$ cat src/rtl/ctrl_pkg.sv
// ----------------------------------------------------------------------------
// ctrl_pkg
//  Shared definitions for the multi-cycle control sequencer:
//   - RISC-V style major opcode constants recognised by the sequencer
//   - ALU operation class encodings driven on Aluop
//   - sequencer state enum and instruction-class enum
//   - aluop_for(): maps an instruction class to its ALU operation class
// ----------------------------------------------------------------------------
package ctrl_pkg;

    localparam logic [6:0] OP_LOAD  = 7'b0000011;
    localparam logic [6:0] OP_STORE = 7'b0100011;
    localparam logic [6:0] OP_RTYPE = 7'b0110011;
    localparam logic [6:0] OP_ITYPE = 7'b0010011;

    localparam logic [1:0] ALUOP_LDST  = 2'b00;
    localparam logic [1:0] ALUOP_RTYPE = 2'b10;
    localparam logic [1:0] ALUOP_ITYPE = 2'b11;

    typedef enum logic [2:0] {
        IDLE   = 3'd0,
        FETCH  = 3'd1,
        DECODE = 3'd2,
        EXEC   = 3'd3,
        MEM    = 3'd4,
        WB     = 3'd5,
        TRAP   = 3'd6
    } state_e;

    typedef enum logic [2:0] {
        CLS_LOAD    = 3'd0,
        CLS_STORE   = 3'd1,
        CLS_RTYPE   = 3'd2,
        CLS_ITYPE   = 3'd3,
        CLS_ILLEGAL = 3'd4
    } instr_class_e;

    function automatic logic [1:0] aluop_for(input instr_class_e cls);
        logic [1:0] r;
        r = ALUOP_LDST;
        if (cls == CLS_RTYPE) r = ALUOP_RTYPE;
        else if (cls == CLS_ITYPE) r = ALUOP_ITYPE;
        return r;
    endfunction

endpackage

$ cat src/rtl/opcode_class_decode.sv
// ----------------------------------------------------------------------------
// opcode_class_decode
//  Purely combinational classification of an opcode into one of the
//  instruction classes the sequencer understands.
//  Ports:
//   i_opcode  in  OPCODE_W  opcode to classify
//   o_class   out class     LOAD / STORE / RTYPE / ITYPE / ILLEGAL
//  For OPCODE_W wider than 7 the upper bits must be zero for a match.
// ----------------------------------------------------------------------------
module opcode_class_decode
    import ctrl_pkg::*;
#(
    parameter int OPCODE_W = 7
)
(
    input  logic [OPCODE_W-1:0] i_opcode,
    output instr_class_e        o_class
);

    // Compare at a common width so narrower or wider opcode fields work.
    localparam int CW = (OPCODE_W > 7) ? OPCODE_W : 7;

    logic [CW-1:0] w_op_ext;

    assign w_op_ext = CW'(i_opcode);

    always_comb begin
        o_class = CLS_ILLEGAL;
        if (w_op_ext == CW'(OP_LOAD))       o_class = CLS_LOAD;
        else if (w_op_ext == CW'(OP_STORE)) o_class = CLS_STORE;
        else if (w_op_ext == CW'(OP_RTYPE)) o_class = CLS_RTYPE;
        else if (w_op_ext == CW'(OP_ITYPE)) o_class = CLS_ITYPE;
    end

endmodule

$ cat src/rtl/multicycle_control_fsm.sv
// ----------------------------------------------------------------------------
// multicycle_control_fsm
//  Multi-cycle control sequencer: walks each instruction through
//  FETCH / DECODE / EXEC / MEM / WB, handshaking with instruction and data
//  memory, and drives datapath controls from the current state and the
//  latched opcode. Counts retired instructions.
//
//  Optional feature macro: ILLEGAL_OP_TRAP_EN
//   defined   : unknown opcode in DECODE enters TRAP (illegal_op=1, sticky,
//               everything else 0, leaves only through rst_n)
//   undefined : unknown opcode retires as a NOP, illegal_op tied 0
//
//  Ports:
//   clk, rst_n        clock (rising edge), asynchronous active-low reset
//   en                run enable; 0 freezes state/opcode/counter and
//                     suppresses the strobes ir_we, pc_we, regwrite
//   imem_req/imem_ack instruction fetch handshake, opcode sampled on ack
//   opcode            instruction opcode field
//   ir_we, pc_we      instruction-register write / PC-advance strobes
//   dmem_req/dmem_ack data memory handshake
//   memread, memwrite, memtoreg, aluSrc, regwrite, Aluop  datapath controls
//   illegal_op        sticky illegal-opcode flag
//   instr_count       retired-instruction count, wraps modulo 2^COUNT_W
// ----------------------------------------------------------------------------
module multicycle_control_fsm
    import ctrl_pkg::*;
#(
    parameter int OPCODE_W = 7,
    parameter int ALUOP_W  = 2,
    parameter int COUNT_W  = 16
)
(
    input  logic                clk,
    input  logic                rst_n,
    input  logic                en,
    output logic                imem_req,
    input  logic                imem_ack,
    input  logic [OPCODE_W-1:0] opcode,
    output logic                ir_we,
    output logic                pc_we,
    output logic                dmem_req,
    input  logic                dmem_ack,
    output logic                memread,
    output logic                memwrite,
    output logic                memtoreg,
    output logic                aluSrc,
    output logic                regwrite,
    output logic [ALUOP_W-1:0]  Aluop,
    output logic                illegal_op,
    output logic [COUNT_W-1:0]  instr_count
);

    state_e              r_state;
    state_e              w_state_next;
    logic [OPCODE_W-1:0] r_opcode;
    logic [COUNT_W-1:0]  r_count;
    instr_class_e        w_class;
    logic [1:0]          w_aluop;

    // Classification always works on the latched opcode, never the live bus.
    opcode_class_decode #(
        .OPCODE_W (OPCODE_W)
    ) u_decode (
        .i_opcode (r_opcode),
        .o_class  (w_class)
    );

    always_ff @(posedge clk or negedge rst_n) begin
        if (!rst_n) begin
            r_state  <= IDLE;
            r_opcode <= '0;
            r_count  <= '0;
        end else begin
            r_state <= w_state_next;
            if (ir_we) begin
                r_opcode <= opcode;
            end
            // Every retirement is marked by exactly one pc_we pulse.
            if (pc_we) begin
                r_count <= r_count + COUNT_W'(1);
            end
        end
    end

    // Level outputs depend only on state and latched opcode; the strobes are
    // additionally qualified by en (and by the ack where the state waits).
    always_comb begin
        w_state_next = r_state;
        imem_req     = 1'b0;
        ir_we        = 1'b0;
        pc_we        = 1'b0;
        dmem_req     = 1'b0;
        memread      = 1'b0;
        memwrite     = 1'b0;
        memtoreg     = 1'b0;
        aluSrc       = 1'b0;
        regwrite     = 1'b0;
        w_aluop      = ALUOP_LDST;

        case (r_state)
            IDLE: begin
                if (en) w_state_next = FETCH;
            end

            FETCH: begin
                imem_req = 1'b1;
                if (en && imem_ack) begin
                    ir_we        = 1'b1;
                    w_state_next = DECODE;
                end
            end

            DECODE: begin
                if (en) begin
                    if (w_class == CLS_ILLEGAL) begin
`ifdef ILLEGAL_OP_TRAP_EN
                        w_state_next = TRAP;
`else
                        // Unknown opcode retires as a NOP.
                        pc_we        = 1'b1;
                        w_state_next = FETCH;
`endif
                    end else begin
                        w_state_next = EXEC;
                    end
                end
            end

            EXEC: begin
                aluSrc  = (w_class != CLS_RTYPE);
                w_aluop = aluop_for(w_class);
                if (en) begin
                    if (w_class == CLS_LOAD || w_class == CLS_STORE)
                        w_state_next = MEM;
                    else
                        w_state_next = WB;
                end
            end

            MEM: begin
                dmem_req = 1'b1;
                aluSrc   = 1'b1;
                w_aluop  = ALUOP_LDST;
                memread  = (w_class == CLS_LOAD);
                memwrite = (w_class != CLS_LOAD);
                if (en && dmem_ack) begin
                    if (w_class == CLS_LOAD) begin
                        w_state_next = WB;
                    end else begin
                        // A store retires straight out of MEM.
                        pc_we        = 1'b1;
                        w_state_next = FETCH;
                    end
                end
            end

            WB: begin
                memtoreg = (w_class == CLS_LOAD);
                if (en) begin
                    regwrite     = 1'b1;
                    pc_we        = 1'b1;
                    w_state_next = FETCH;
                end
            end

`ifdef ILLEGAL_OP_TRAP_EN
            TRAP: begin
                w_state_next = TRAP;
            end
`endif

            default: begin
                w_state_next = IDLE;
            end
        endcase
    end

    assign Aluop       = ALUOP_W'(w_aluop);
    assign instr_count = r_count;

`ifdef ILLEGAL_OP_TRAP_EN
    // TRAP is only left through reset, so the state itself is the sticky flag.
    assign illegal_op = (r_state == TRAP);
`else
    assign illegal_op = 1'b0;
`endif

endmodule

$ cat config.mk
export PLATFORM = sky130hd
export DESIGN_NAME = multicycle_control_fsm
export DESIGN_NICKNAME = d
export VERILOG_FILES = /design/src/rtl/ctrl_pkg.sv /design/src/rtl/opcode_class_decode.sv /design/src/rtl/multicycle_control_fsm.sv
export SDC_FILE = /design/constraint.sdc
export NUM_CORES = 1
export LEC_CHECK = 0
export ABC_AREA = 1
export CAP_MARGIN = 5
export CORE_MARGIN = 10
export CORE_UTILIZATION = 45
export CTS_BUF_LIST = sky130_fd_sc_hd__clkbuf_16
export DETAILED_ROUTE_END_ITERATION = 16
export PLACE_DENSITY_LB_ADDON = 0.1
export SYNTH_ARGS = -nofsm -noshare
export SYNTH_HDL_FRONTEND = slang
export SYNTH_SLANG_ARGS = --single-unit
$ cat constraint.sdc
create_clock -name clk -period 1.4 [get_ports clk]
set_clock_uncertainty 0.05 [all_clocks]
set_input_delay 0.21 -clock clk [delete_from_list [all_inputs] [get_ports clk]]
set_output_delay 0.21 -clock clk [all_outputs]
set_load 0.03 [all_outputs]
# After elaboration in Yosys (flattened, before gate mapping)
# Cells that the tools add are included.
# Widths: inputs -> output; s select.
dict set report totals {
  ram_bits 0
  latch_bits 0
  output_inout_bits 28
  input_bits 12
  word_cells 62
  mem_count 0
  romBits 0
  reg_bits 26
}
dict set report op_classes {
  add_sub_neg 1
  n_mul 0
  eq_ne 19
  div 0
  bitwise 0
  reduce_logical 8
  n_shift 0
  n_mux 31
  order_cmp 0
}
# operator count
set op_table {}
lappend op_table {{$mux 3} 10}
lappend op_table {{$add 16x1->16 const B} 1}
lappend op_table {{$pmux 3 s5} 1}
lappend op_table {{$eq 7x6->1 const B} 2}
lappend op_table {{$mux 1} 14}
lappend op_table {{$eq 3x2->1 const B} 4}
lappend op_table {{$eq 3x3->1 const B} 3}
lappend op_table {{$mux 2} 4}
lappend op_table {{$ne 2x2->1 const B} 4}
lappend op_table {{$eq 7x2->1 const B} 1}
lappend op_table {{$eq 7x5->1 const B} 1}
lappend op_table {{$eq 3x1->1 const B} 2}
lappend op_table {{$logic_not 3->1} 2}
lappend op_table {{$reduce_and 5->1} 1}
lappend op_table {{$ne 3x2->1 const B} 1}
lappend op_table {{$pmux 1 s3} 1}
lappend op_table {{$reduce_bool 3->1} 1}
lappend op_table {{$logic_and 1x1->1} 2}
lappend op_table {{$ne 2x1->1 const B} 1}
lappend op_table {{$pmux 1 s2} 1}
lappend op_table {{$reduce_or 2->1} 1}
lappend op_table {{$logic_or 1x1->1} 1}

# Depth between registers and ports, before layout
# Gate-level depths: netlist of run 1.
dict set report logic_depth {
  ltp_word 10
  depth_mapped 9
  depth_no_buf 9
}

# Hierarchy
# From an unflattened synthesis of run 1, not the netlist that was laid out.
dict set report hier_totals {
  hier_cells 241
  area_unflattened_um2 1709.1
}
# module cells_per_inst instances seq_area_each_um2 area_per_inst_um2
set modules_own_cells {}
lappend modules_own_cells {multicycle_control_fsm 229 1 650.6 1655.3}
lappend modules_own_cells {opcode_class_decode 12 1 0.0 53.8}

# Least setup slack after synthesis of run 1
# No wires, ideal clock.
dict set report synth_timing {
  kind {reg2out}
  startpoint {register r_state[0]}
  endpoint {output memwrite}
  arrival_ps 1566
  slack_ps -426
  required_ps 1140
  n_path_buf 1
  path_stages_with_launch 5
  path_cell_list {dfrtp_1 buf_4 nor3_4 inv_1 a21oi_1}
}
dict set report synth_between {
  elab_chain_len 2
}
# element line
set synth_rtl {}
lappend synth_rtl {{start: declaration} multicycle_control_fsm.sv:53} ;# state_e r_state;
lappend synth_rtl {{start signal: assignment} multicycle_control_fsm.sv:74} ;# r_state <= w_state_next;
lappend synth_rtl {{$eq 3x3->1} multicycle_control_fsm.sv:100} ;# case (r_state)
lappend synth_rtl {{$mux 1} multicycle_control_fsm.sv:100}
lappend synth_rtl {{end: declaration} multicycle_control_fsm.sv:44} ;# output logic memwrite,
# Every way passes these cells.

# Final worst setup path of run 1
dict set report layout_timing {
  startpoint {register r_state[1]}
  endpoint {output memwrite}
}
# The elaborated chain is that of the path after synthesis.

==> impl_results.md, run 1 <==
* Die width at 80.7 µm
* Final hold slack at ~250 ps
* Post-route ant nets at 0
* Worst Hold Class: in -> async
* Status: finished, violations left
* Num CTS Buffers at 3
* Gr usage total at 0.162
* Sequential area share after synthesis at 0.393
* Clk buf depth at 2
* Switching fraction of total power at 0.428
* Fillers at 198
* Worst R2R End: r_state[1]
* Via count at 2002
* Grt total ovfl at 0
* Final setup viols at 37
* Critical Path AT at about 1500 ps
* Clock Latency Late Sink at approximately 260 ps
* # rows at 21
* RSZ-0062 raised after global routing: true
* Fin nets at roughly 350
* Area of the multi-input gates at roughly 1100 µm²
* Peak VDD IR at 0.00108 V
* Worst-path clk slew at roughly 70 ps
* Ant diodes at 0
* Post-layout min period at between 1500 and 2000 ps
* Overall power at 4.40 mW
* Via density per instance at between 5 and 6
* Combinational Power Share at 0.583
* Pwr dens at between 1500 and 2000 nW/µm²
* DR DRC count at 0
* Final hold vios at 0
* Reg2Reg Setup Slack at -160 ps
* Sequential power share at 0.273
* Initial antenna violation count at 0
* Design Area, Final at about 2900 µm²
* Crit path max fanout at 6
* MaxCap Viol Count at 0
* Leakage power at 1.40 nW
* First drt pass iteration count at 4
* Number of placed I/O pins at 40
* CTS tree: done
* CP endpoint kind: output pin
* First-pass GRT wire length at about 8600 µm
* Non-filler cells in the finished layout at roughly 380
* Worst Reg-to-Reg Cells at 9
* Crit Path Class: reg -> out
* Area growth from synthesis to final layout at 73.0%
* CTS sink cnt at 26
* Internal power at approximately 2.5 mW
* Fin Setup TNS at -4710 ps
* Cell count after synthesis at approximately 240
* Mapped cell area at roughly 1700 µm²
* Placed insts at around 360
* HPWL Detailed at 3570 µm
* Fin util at 0.833
* Reg area at ~660 µm²
* Setup WS pre-CTS at -216 ps
* Startpoint class of the critical path: register
* Height of the die at 80.7 µm
* DRT Wirelength at approximately 6000 µm
* CTS Hold Bufs at 0
* Core ar. at 3440 µm²
* Share of layout cells above drive strength 1 at 0.421
* Clk pwr share at 0.145
* Yosys reg bits at 26
* Wire per inst at between 15 and 20 µm
* Largest net degree at the start of global routing at 27
* Fmax at ~0.57 GHz
* Slew Limit Fails at 0
* Post-DP Area at approximately 2400 µm²
* Distinct cells, synth at 26
* Global placer's final weighted congestion at approximately 0.90
* Net load switching power at approximately 1.9 mW
* Yosys warns at 0
* Worst reg2reg startpoint: r_state[0]
* Initial Util at 0.481
* Full die area at between 6000 and 7000 µm²
* Buffers on Ports at 38
* Vias in the first global route at 1878
* Final worst path period share at 1.24
* Final setup margin at -339 ps
* Root buf cell: clkbuf_16
* Post-Syn Nets at approximately 250
* DR iter-0 viols at approximately 190
* Mean post-synth cell area at 6.93 µm²
* Required time of the critical path at roughly 1100 ps
* H-tree depth at 1
* Failing checks: negative setup slack
-- sequential cells by signal, indices dropped and copies added (netlist names) --
register	flops
r_state	3
r_opcode	7
instr_count	16
-- worst max-delay path: stages, from the launching register on --
cell,delay [ps]
dfrtp_2,480
nor3_4,310
inv_2,150
a21oi_4,140
buf_6,140
-- metal layers --
layer,global-route usage,up-vias,wire (µm)
li1,-,956,-
met1,0.197,936,2420
met2,0.289,92,3050
met3,0.0356,18,449
met4,0.0208,0,125
met5,0,-,0
-- power groups by stage --
stage / clock [mW] / combinational [mW] / sequential (mW)
floorplan: 0 / 0.905 / 1.22
global placement: 0 / 1.71 / 1.13
detailed placement: 0 / 1.76 / 1.14
CTS: 0.645 / 2.20 / 1.15
global route: 0.669 / 2.73 / 1.22
finish: 0.636 / 2.56 / 1.20
-- cell usage after synthesis, drive strengths merged --
library cell,number,share of area
nand2,91,0.22
nand3,31,0.10
nor2,31,0.072
dfrtp,26,0.39
inv,20,0.045
o21ai,11,0.033
buf,6,0.029
nand4,5,0.019
xor2,5,0.026
nor3,4,0.019
a21oi,3,0.016
xnor2,2,0.011
conb,1,0.0023
ha,1,0.0076
o21bai,1,0.0045
or2,1,0.0038
-- kinds of logic after synthesis --
group	after synthesis	synth area share
adders and majority gates	1	0.00755
buffers and inverters	26	0.0740
other	1	0.00226
AOI/OAI and AO/OA	15	0.0536
and+or+nand+nor	163	0.433
DFF	26	0.393
xor gates and xnor gates	7	0.0370
-- placed cells by master (no fill, tap or decap), types with 3 or more instances in the layout --
cell type	count
dlygate4sd2_1	4
o21ai_0	3
nor2_1	19
dfrtp_1	22
o21ai_2	3
buf_4	58
nor2_4	8
clkdlybuf4s50_1	11
nor2_2	4
nor3_4	3
nand2_4	4
nand4_1	5
buf_6	23
nand3_4	6
o21ai_1	4
inv_1	14
nand2_1	77
nand3_1	24
nand2_2	10
inv_2	6
xor2_1	5
dfrtp_2	4
clkbuf_16	3
-- worst max path at each step --
stage	startpoint	endpoint	cells after the start
floorplan	r_state[2]	pc_we	5
global placement	en	instr_count[7]	7
detailed placement	en	instr_count[6]	7
CTS	r_state[0]	memwrite	4
global route	r_state[1]	Aluop[0]	5
finish	r_state[1]	memwrite	4
-- final cells by class --
| class | instances | area share |
|---|---|---|
| clock inverters | 1 | 0.00131 |
| repair buffers | 98 | 0.303 |
| multi-input cells | 187 | 0.393 |
| clock buffers | 3 | 0.0262 |
| flip-flops and latches | 26 | 0.229 |
| inverters | 20 | 0.0271 |
| well taps | 46 | 0.0201 |
-- repair_timing --
| action | 4_1_cts | 5_1_grt |
|---|---|---|
| setup endpoints to repair | 38 | 38 |
| gates resized for setup | 53 | 31 |
| setup buffers | 11 | 3 |
| pin swaps | 9 | 8 |
No activity file was read; power rests on OpenSTA's default activity.
==> inputs of run 2 (changes only) <==
- CORE_MARGIN: 10 -> default
==> impl_results.md, run 2 (synthesized netlist as in run 1, its figures left out) <==
* Via count at 1972 (-1.5%)
* Leakage power at 1.44 nW (+2.7%)
* Placed insts at 365 (+0.27%)
* Commonest non-fill, non-tap cell in the layout: nand2_1
* Required time of the critical path at 1140 ps (about the same)
* Critical Path AT at 1460 ps (-20 ps)
* Worst Hold Class: in -> async
* Initial antenna violation count at 0 (unchanged)
* Met3 Routed Length at 348 µm (-22%)
* MaxCap Viol Count at 0 (unchanged)
* Slew Limit Fails at 0 (unchanged)
* H-tree depth at 1 (unchanged)
* Post-layout min period at 1720 ps (-20.9 ps)
* Ant diodes at 0 (unchanged)
* First drt pass iteration count at 4 (unchanged)
* Fin nets at 349 (unchanged)
* Largest net degree at the start of global routing at 27 (unchanged)
* Number of placed I/O pins at 40 (unchanged)
* Max reg flops at 16 (unchanged)
* DR DRC count at 0 (unchanged)
* Full die area at 3930 µm² (-40%)
* Fillers at 178 (-10%)
* Fmax at 0.582 GHz (+1.2%)
* First-pass GRT wire length at 8570 µm (-0.33%)
* Reg area at 657 µm² (+0.19%)
* Via density per instance at 5.18 (-1.5%)
* Status: finished, violations left
* Vias in the first global route at 1847 (-1.7%)
* Area of the multi-input gates at 1180 µm² (+4.9%)
* Global placer's final weighted congestion at 0.865 (-4.3%)
* Area growth from synthesis to final layout at 79.3%
* CP endpoint kind: output pin
* Gr usage total at 0.275 (+0.113)
* Height of the die at 62.7 µm (-22%)
* Clock Latency Late Sink at 260 ps (about the same)
* CTS Hold Bufs at 0 (unchanged)
* Pwr dens at 1500 nW/µm² (-2.3%)
* Metal2 WL at 2900 µm (-5.2%)
* DRT Wirelength at 5650 µm (-6.7%)
* Initial Util at 0.481 (unchanged)
* Final hold vios at 0 (unchanged)
* Non-filler cells in the finished layout at 381 (unchanged)
* DR iter-0 viols at 240 (+28%)
* Grt total ovfl at 0 (unchanged)
* CTS sink cnt at 26 (unchanged)
* Wire per inst at 14.8 µm (-6.7%)
* Share of layout cells above drive strength 1 at 0.451 (+0.0299)
* Crit path max fanout at 6 (unchanged)
* Clk buf depth at 2 (unchanged)
* Crit Path Class: reg -> out
* CTS tree: done
* Wl on met1 at 2300 µm (-5.0%)
* Final hold slack at 254 ps (+3.33 ps)
* Peak VDD IR at 0.00129 V (+20%)
* Buffers on Ports at 38 (unchanged)
* Num CTS Buffers at 3 (unchanged)
* Die width at 62.7 µm (-22%)
* Worst-path clk slew at 70 ps (about the same)
* Final setup viols at 37 (unchanged)
* Failing checks: negative setup slack
* RSZ-0062 raised after global routing: true
* # rows at 21 (unchanged)
* Commonest non-fill, non-tap cells in the layout: nand2_1, buf_4, buf_6, dfrtp_1, nor2_1
* Fin util at 0.863 (+0.0302)
* Startpoint class of the critical path: register
* Final setup margin at -319 ps (+20.9 ps)
* Core ar. at 3440 µm² (unchanged)
* Post-route ant nets at 0 (unchanged)
* Root buf cell: clkbuf_16
* Max Used Layer: met4
* Setup WS pre-CTS at -215 ps (+1.95 ps)
* Fin Setup TNS at -7340 ps (-2630 ps)
* Final worst path period share at 1.23 (-0.0149)
* HPWL Detailed at 3230 µm (-9.4%)
## run 2: changes by cell type in the layout (fill, tap and decap cells not counted), sizes merged
cell,delta
buf,-6
clkbuf,+1
clkinv,+1
dlygate4sd2,+5
inv,-1
## run 2: worst max-delay path, stage by stage, from the launching register on
cell and delay (ps):
dfrtp_2 480, nor3_4 290, inv_2 140, a21oi_4 140, buf_6 140
## run 2: metrics by stage
stage | power (mW) | instance area, µm²
after global placement | 2.85 | 2440
after CTS | 3.95 | 2780
after global routing | 4.68 | 2970
final | 4.45 | 2970
after floorplan | 2.13 | 1730
after detailed placement | 2.90 | 2440
## run 2: worst paths after layout
| path | from | end | slack [ps] | cells past startpoint |
|---|---|---|---|---|
| max in group asynchronous | rst_n | instr_count[0] | 880 | 2 |
| worst max register to register | r_state[0] | instr_count[6] | -220 | 9 |
| worst min register to register | r_opcode[0] | r_opcode[0] | 460 | 2 |
| worst max-delay path | r_state[1] | memwrite | -320 | 4 |
| worst min-delay path | rst_n | r_state[1] | 250 | 2 |
| min in group clk | opcode[1] | r_opcode[1] | 430 | 3 |
## run 2: where the power goes
part	leakage, nW	switching [mW]	total (mW)	internal [mW]
combinational	1.06	1.35	2.58	1.23
clock	0.0385	0.269	0.652	0.383
sequential	0.338	0.269	1.22	0.946
## run 2: final cells by class
class / instances / area share
Multi-Input combinational cell: 187 / 0.398
Timing Repair Buffer: 98 / 0.310
Sequential cell: 26 / 0.221
Clock buffer: 3 / 0.0253
Inverter: 20 / 0.0253
Tap cell: 46 / 0.0194
Clock inverter: 1 / 0.00126
## run 2: what timing repair did
action	CTS	global route
hold endpoints to repair	0	0
setup endpoints to repair	42	38
buffers inserted	6	10
resized for setup	75	45
pin swaps	8	25
## run 2: metal layers
metal	vias to the layer above	global-route usage
li1	951	-
met1	937	0.360
met2	73	0.463
met3	11	0.0420
met4	0	0.0843
met5	-	0
==> inputs of run 3 (changes only) <==
- CTS_BUF_LIST: sky130_fd_sc_hd__clkbuf_16 -> default
- SYNTH_HIERARCHICAL: default -> 1
==> impl_results.md, run 3 <==
* First-pass GRT wire length at 8290 µm (-3.2%)
* Core ar. at 3660 µm² (+6.4%)
* EDFF count, synth at 0 (unchanged)
* CTS Hold Bufs at 0 (unchanged)
* Post-synthesis compound-gate area fraction at 0.0264 (-0.0273)
* HPWL Detailed at 3240 µm (+0.28%)
* Die width at 63.6 µm (+1.5%)
* DR DRC count at 0 (unchanged)
* Distinct cells, synth at 28 (+7.7%)
* Gr usage total at 0.264 (-0.0102)
* Share of layout cells above drive strength 1 at 0.361 (-0.0896)
* Clock Latency Late Sink at 280 ps (+20 ps)
* Post-Syn Nets at 254 (+0.79%)
* DRT Wirelength at 4960 µm (-12%)
* H-tree depth at 1 (unchanged)
* Clk pwr share at 0.124 (-0.022)
* Worst Hold Class: in -> async
* Final hold vios at 0 (unchanged)
* Sequential area share after synthesis at 0.381 (-0.0121)
* Simple-gate share of the synthesized area at 0.449 (+0.0167)
* Sequential power share at 0.279 (+0.006)
* Critical Path AT at 1730 ps (+270 ps)
* Most instantiated cells after synthesis: nand2_1, dfrtp_1, inv_1, nor2_1, nand4_1
* Vias in the first global route at 1808 (-2.1%)
* Final worst path period share at 1.42 (+0.197)
* Root buf cell: clkbuf_8
* Slew Limit Fails at 0 (unchanged)
* # rows at 22 (+4.8%)
* Initial antenna violation count at 0 (unchanged)
* Status: finished, violations left
* Net load switching power at 1.74 mW (-8.2%)
* Height of the die at 63.6 µm (+1.5%)
* Required time of the critical path at 1140 ps (about the same)
* Final setup viols at 29 (-22%)
* CTS tree: done
* Global placer's final weighted congestion at 0.862 (-0.36%)
* Yosys reg bits at 26 (unchanged)
* Grt total ovfl at 0 (unchanged)
* Synth top area cells: dfrtp_1, nand2_1, nand4_1
* Mapped cell area at 1710 µm² (+3.2%)
* Yosys warns at 6 (+6)
* Commonest non-fill, non-tap cell in the layout: nand2_1
* Area growth from synthesis to final layout at 63.0%
* Buffers on Ports at 38 (unchanged)
* Placed insts at 364 (-0.27%)
* Largest family of logic cells by synthesized area: simple AND/OR/NAND/NOR gates
* Peak VDD IR at 0.00116 V (-9.8%)
* CTS sink cnt at 26 (unchanged)
* Via density per instance at 5.00 (-3.4%)
* CP endpoint kind: output pin
* Final setup margin at -594 ps (-276 ps)
* Cell count after synthesis at 241 (+0.84%)
* FFs w/ async S/R, synth at 1.00 (unchanged)
* XOR/XNOR share of the synthesized area at 0.0410 (+0.00399)
* Crit path max fanout at 2 (-4)
* MaxCap Viol Count at 0 (unchanged)
* RSZ-0062 raised after global routing: true
* Startpoint class of the critical path: register
* Cell taking the most area after synthesis: dfrtp_1
* Non-filler cells in the finished layout at 383 (+0.52%)
* DR iter-0 viols at 89 (-63%)
* Wire per inst at 13.0 µm (-13%)
* Largest net degree at the start of global routing at 27 (unchanged)
* Pwr dens at 1440 nW/µm² (-4.2%)
* Via count at 1915 (-2.9%)
* Commonest non-fill, non-tap cells in the layout: nand2_1, buf_4, dfrtp_1, buf_6, nand4_1
* Post-layout min period at 1990 ps (+276 ps)
* Switching fraction of total power at 0.434 (+0.00910)
* Combinational Power Share at 0.597 (+0.016)
* Dominant synthesized flop cell: dfrtp_1
* Top-count cell post-synth: nand2_1
* Synth Area in Adders at 0.00732 (-0.000232)
* Setup WS pre-CTS at -707 ps (-493 ps)
* Initial Util at 0.467 (-0.0144)
* Leakage power at 1.44 nW (about the same)
* Failing checks: negative setup slack
* Internal power at 2.26 mW (-12%)
* Fin nets at 349 (unchanged)
* First drt pass iteration count at 4 (unchanged)
* Post-route ant nets at 0 (unchanged)
* Worst-path clk slew at 90 ps (+20 ps)
* Max reg flops at 16 (unchanged)
* Post-synth top area share at 0.381 (-0.0121)
* Fmax at 0.501 GHz (-14%)
* Full die area at 4050 µm² (+3.1%)
* Num CTS Buffers at 3 (unchanged)
* Number of placed I/O pins at 40 (unchanged)
* Crit Path Class: reg -> out
* Ant diodes at 0 (unchanged)
* Multiplexer share of the synthesized area at 0 (unchanged)
* Clk buf depth at 2 (unchanged)
* Mean post-synth cell area at 7.09 µm² (+2.3%)
run 3: critical path, stage by stage, from the launching register on:
cell	delay (ps)
dfrtp_1	400
nor2_2	120
nand3_2	100
nor2_2	120
inv_2	50
or2_4	230
buf_6	130
nor3_4	150
buf_6	160
run 3: worst paths after layout:
| kind | start | endpoint | slack, ps | cells after the start |
|---|---|---|---|---|
| max in group asynchronous | rst_n | instr_count[1] | 910 | 2 |
| worst max-delay path | r_opcode[2] | Aluop[0] | -590 | 8 |
| worst min-delay path | rst_n | instr_count[12] | 230 | 2 |
| worst min register to register | r_opcode[1] | r_opcode[1] | 430 | 2 |
| worst max register to register | r_opcode[2] | instr_count[12] | -390 | 13 |
| min in group clk | opcode[6] | r_opcode[6] | 410 | 3 |
run 3: cells by family after synthesis:
family	count (synthesis)
other cells	1
fa+ha+maj	1
xor+xnor	8
simple gates	166
compound gates	9
buf+inv	30
flops	26
run 3: per-stage QoR:
step	util	hold WS [ps]	power [mW]	setup TNS, ps	cell area, µm²
after global routing	0.761	233	4.24	-13370	2790
after global placement	0.666	408	2.90	-8550	2440
after detailed placement	0.666	410	2.95	-9310	2440
after CTS	0.736	231	3.78	-7740	2700
final	0.761	228	4.00	-9890	2790
after floorplan	-	-136	2.24	-4460	1760
run 3: final cells by class:
class	instances	area (µm²)
multi-input combinational	185	1040
timing repair buffer	96	875
fill	269	875
sequential	26	654
inverter	24	101
tap	48	60.1
clock buffer	4	55.1
run 3: power by group through the flow:
stage / clock (mW) / sequential [mW] / combinational [mW]
6_report: 0.497 / 1.11 / 2.39
5_1_grt: 0.536 / 1.14 / 2.56
4_1_cts: 0.502 / 1.11 / 2.16
3_5_place_dp: 0 / 1.12 / 1.82
3_3_place_gp: 0 / 1.11 / 1.79
2_1_floorplan: 0 / 1.20 / 1.04
run 3: repair_timing:
| item | 4_1_cts | 5_1_grt |
|---|---|---|
| cloned | 1 | 0 |
| gates resized for setup | 61 | 20 |
| hold endpoints to repair | 0 | 0 |
| setup buffers | 8 | 7 |
| endpoints found under the setup margin | 44 | 39 |
| pin swaps | 7 | 6 |
run 3: per-layer routing:
metal | wire [µm] | GRT usage | share of wire
met2 | 2360 | 0.424 | 0.47
met4 | 140 | 0.111 | 0.028
met3 | 213 | 0.0399 | 0.043
met5 | 0 | 0 | 0
met1 | 2250 | 0.352 | 0.45
==> RTL change (settings of run 2) <==
`ALUOP_W`: 2 -> 4.
--- a/src/rtl/multicycle_control_fsm.sv
+++ b/src/rtl/multicycle_control_fsm.sv
@@ -27,5 +27,5 @@
 #(
     parameter int OPCODE_W = 7,
-    parameter int ALUOP_W  = 2,
+    parameter int ALUOP_W  = 4,
     parameter int COUNT_W  = 16
 )
Ports: changed (resized Aluop); port bits go from 40 to 42. The function was not compared with the original's and may differ.
==> RTL change against run 2 <==
  * Maximum frequency fell by 0.14%
  * Global-route usage increased by 2.7 points
  * Total power up 0.46%
  * The run still ends with negative setup slack left
  * Critical path type unchanged
  * Routed wire length up 11%
  * Synthesized area up 0.91%
  * Worst setup slack got worse by 2.4 ps
  * Sequential cell count is the same
  * Final cell count up 2.6%
  * Via count rose by 8.4%
  * Final area grew 0.13%
==> RTL change: results (changes against run 2) <==
[metrics] Routed met2 length: 3200 µm (+10%)
[metrics] count of final setup violators: 37 (unchanged)
[metrics] global-route met1 utilization: 39.9% (+3.8 points)
[metrics] initial antenna violation count: 0 (unchanged)
[metrics] CP Data Arrival Time: 1460 ps (about the same)
[metrics] least setup slack across all paths after layout: -321 ps (-2.40 ps)
[metrics] DRC violation total after the first TritonRoute iteration: 245 (+2.1%)
[metrics] source of the critical timing path: r_state[0]
[metrics] highest net fanout along the worst path: 5 (-1)
[metrics] Cell Area, Placed: 2460 µm² (+0.51%)
[metrics] GRT Overall Usage: 30.2% (+2.7 points)
[metrics] run status: finished, violations left
[metrics] Min Hold Slack: 280 ps (+26.4 ps)
[metrics] Crit Reg-Reg Endpoint: r_state[1]
[metrics] via total after detailed routing: 2138 (+8.4%)
[metrics] Reg power frac: 26.4% (-0.9 points)
[metrics] Post-Route WL: 6290 µm (+11%)
[metrics] post-synthesis instance total: 241 (+0.84%)
[metrics] Synth Area in Adders: 0.749% (-0.0068 points)
[metrics] sum of net half-perimeters after detailed placement: 3300 µm (+2.1%)
[metrics] IR Drop Worst-Case VDD: 0.979 mV (-24%)
[metrics] GP Congestion: 0.858 (-0.82%)
[metrics] share of final-layout standard cells stronger than drive strength 1: 45.8% (+0.72 points)
[metrics] setup slack at placement: -219 ps (-3.99 ps)
[metrics] Setup Total Neg Slack: -7090 ps (+254 ps)
[metrics] global routing met2 resource utilization: 51.1% (+4.7 points)
[metrics] met3 WL post-DR: 489 µm (+41%)
[metrics] fillcell total: 187 (+5.1%)
[metrics] first-pass GRT wire length: 9400 µm (+9.7%)
[metrics] number of nets in the layout: 359 (+2.9%)
[metrics] metal1 wirelength: 2400 µm (+4.3%)
[metrics] buffers inserted during post-CTS setup optimization: 14 (+8)
[metrics] xor and xnor area share after synthesis: 3.67% (-0.033 points)
[metrics] failing checks: negative setup slack
[metrics] net switching power: 1.91 mW (+1.0%)
[metrics] post-CTS resize count: 82 (+9.3%)
[metrics] H-tree depth: 1 (unchanged)
[metrics] global routing met3 resource utilization: 3.28% (-0.91 points)
[metrics] internal portion of total power: 2.56 mW (about the same)
[metrics] worst-case register-to-register setup slack: -230 ps
[metrics] leakage power: 1.45 nW (+1.2%)
## RTL change: changes by cell type after synthesis, sizes merged
| cell | delta |
|---|---|
| buf | +2 |
## RTL change: final cells by class
| cell class | count | area (µm²) | area share, % |
|---|---|---|---|
| Clock buffer | 3 | 75.1 | 2.52 |
| Clock inverter | 1 | 3.75 | 0.126 |
| Inverter | 20 | 75.1 | 2.52 |
| Multi-Input combinational cell | 189 | 1160 | 39.0 |
| Sequential cell | 26 | 656 | 22.0 |
| Tap cell | 46 | 57.6 | 1.94 |
| Timing Repair Buffer | 106 | 947 | 31.8 |
## RTL change: kinds of logic after synthesis
family	count (synthesis)
simple gates	163
buf+inv	28
flops	26
compound gates	15
xor+xnor	7
fa+ha+maj	1
other cells	1
## RTL change: critical path, cell delays in order, from the launching register on
cell and delay, ps:
dfrtp_2 470, nor3_4 290, inv_2 150, a21oi_4 140, buf_6 140
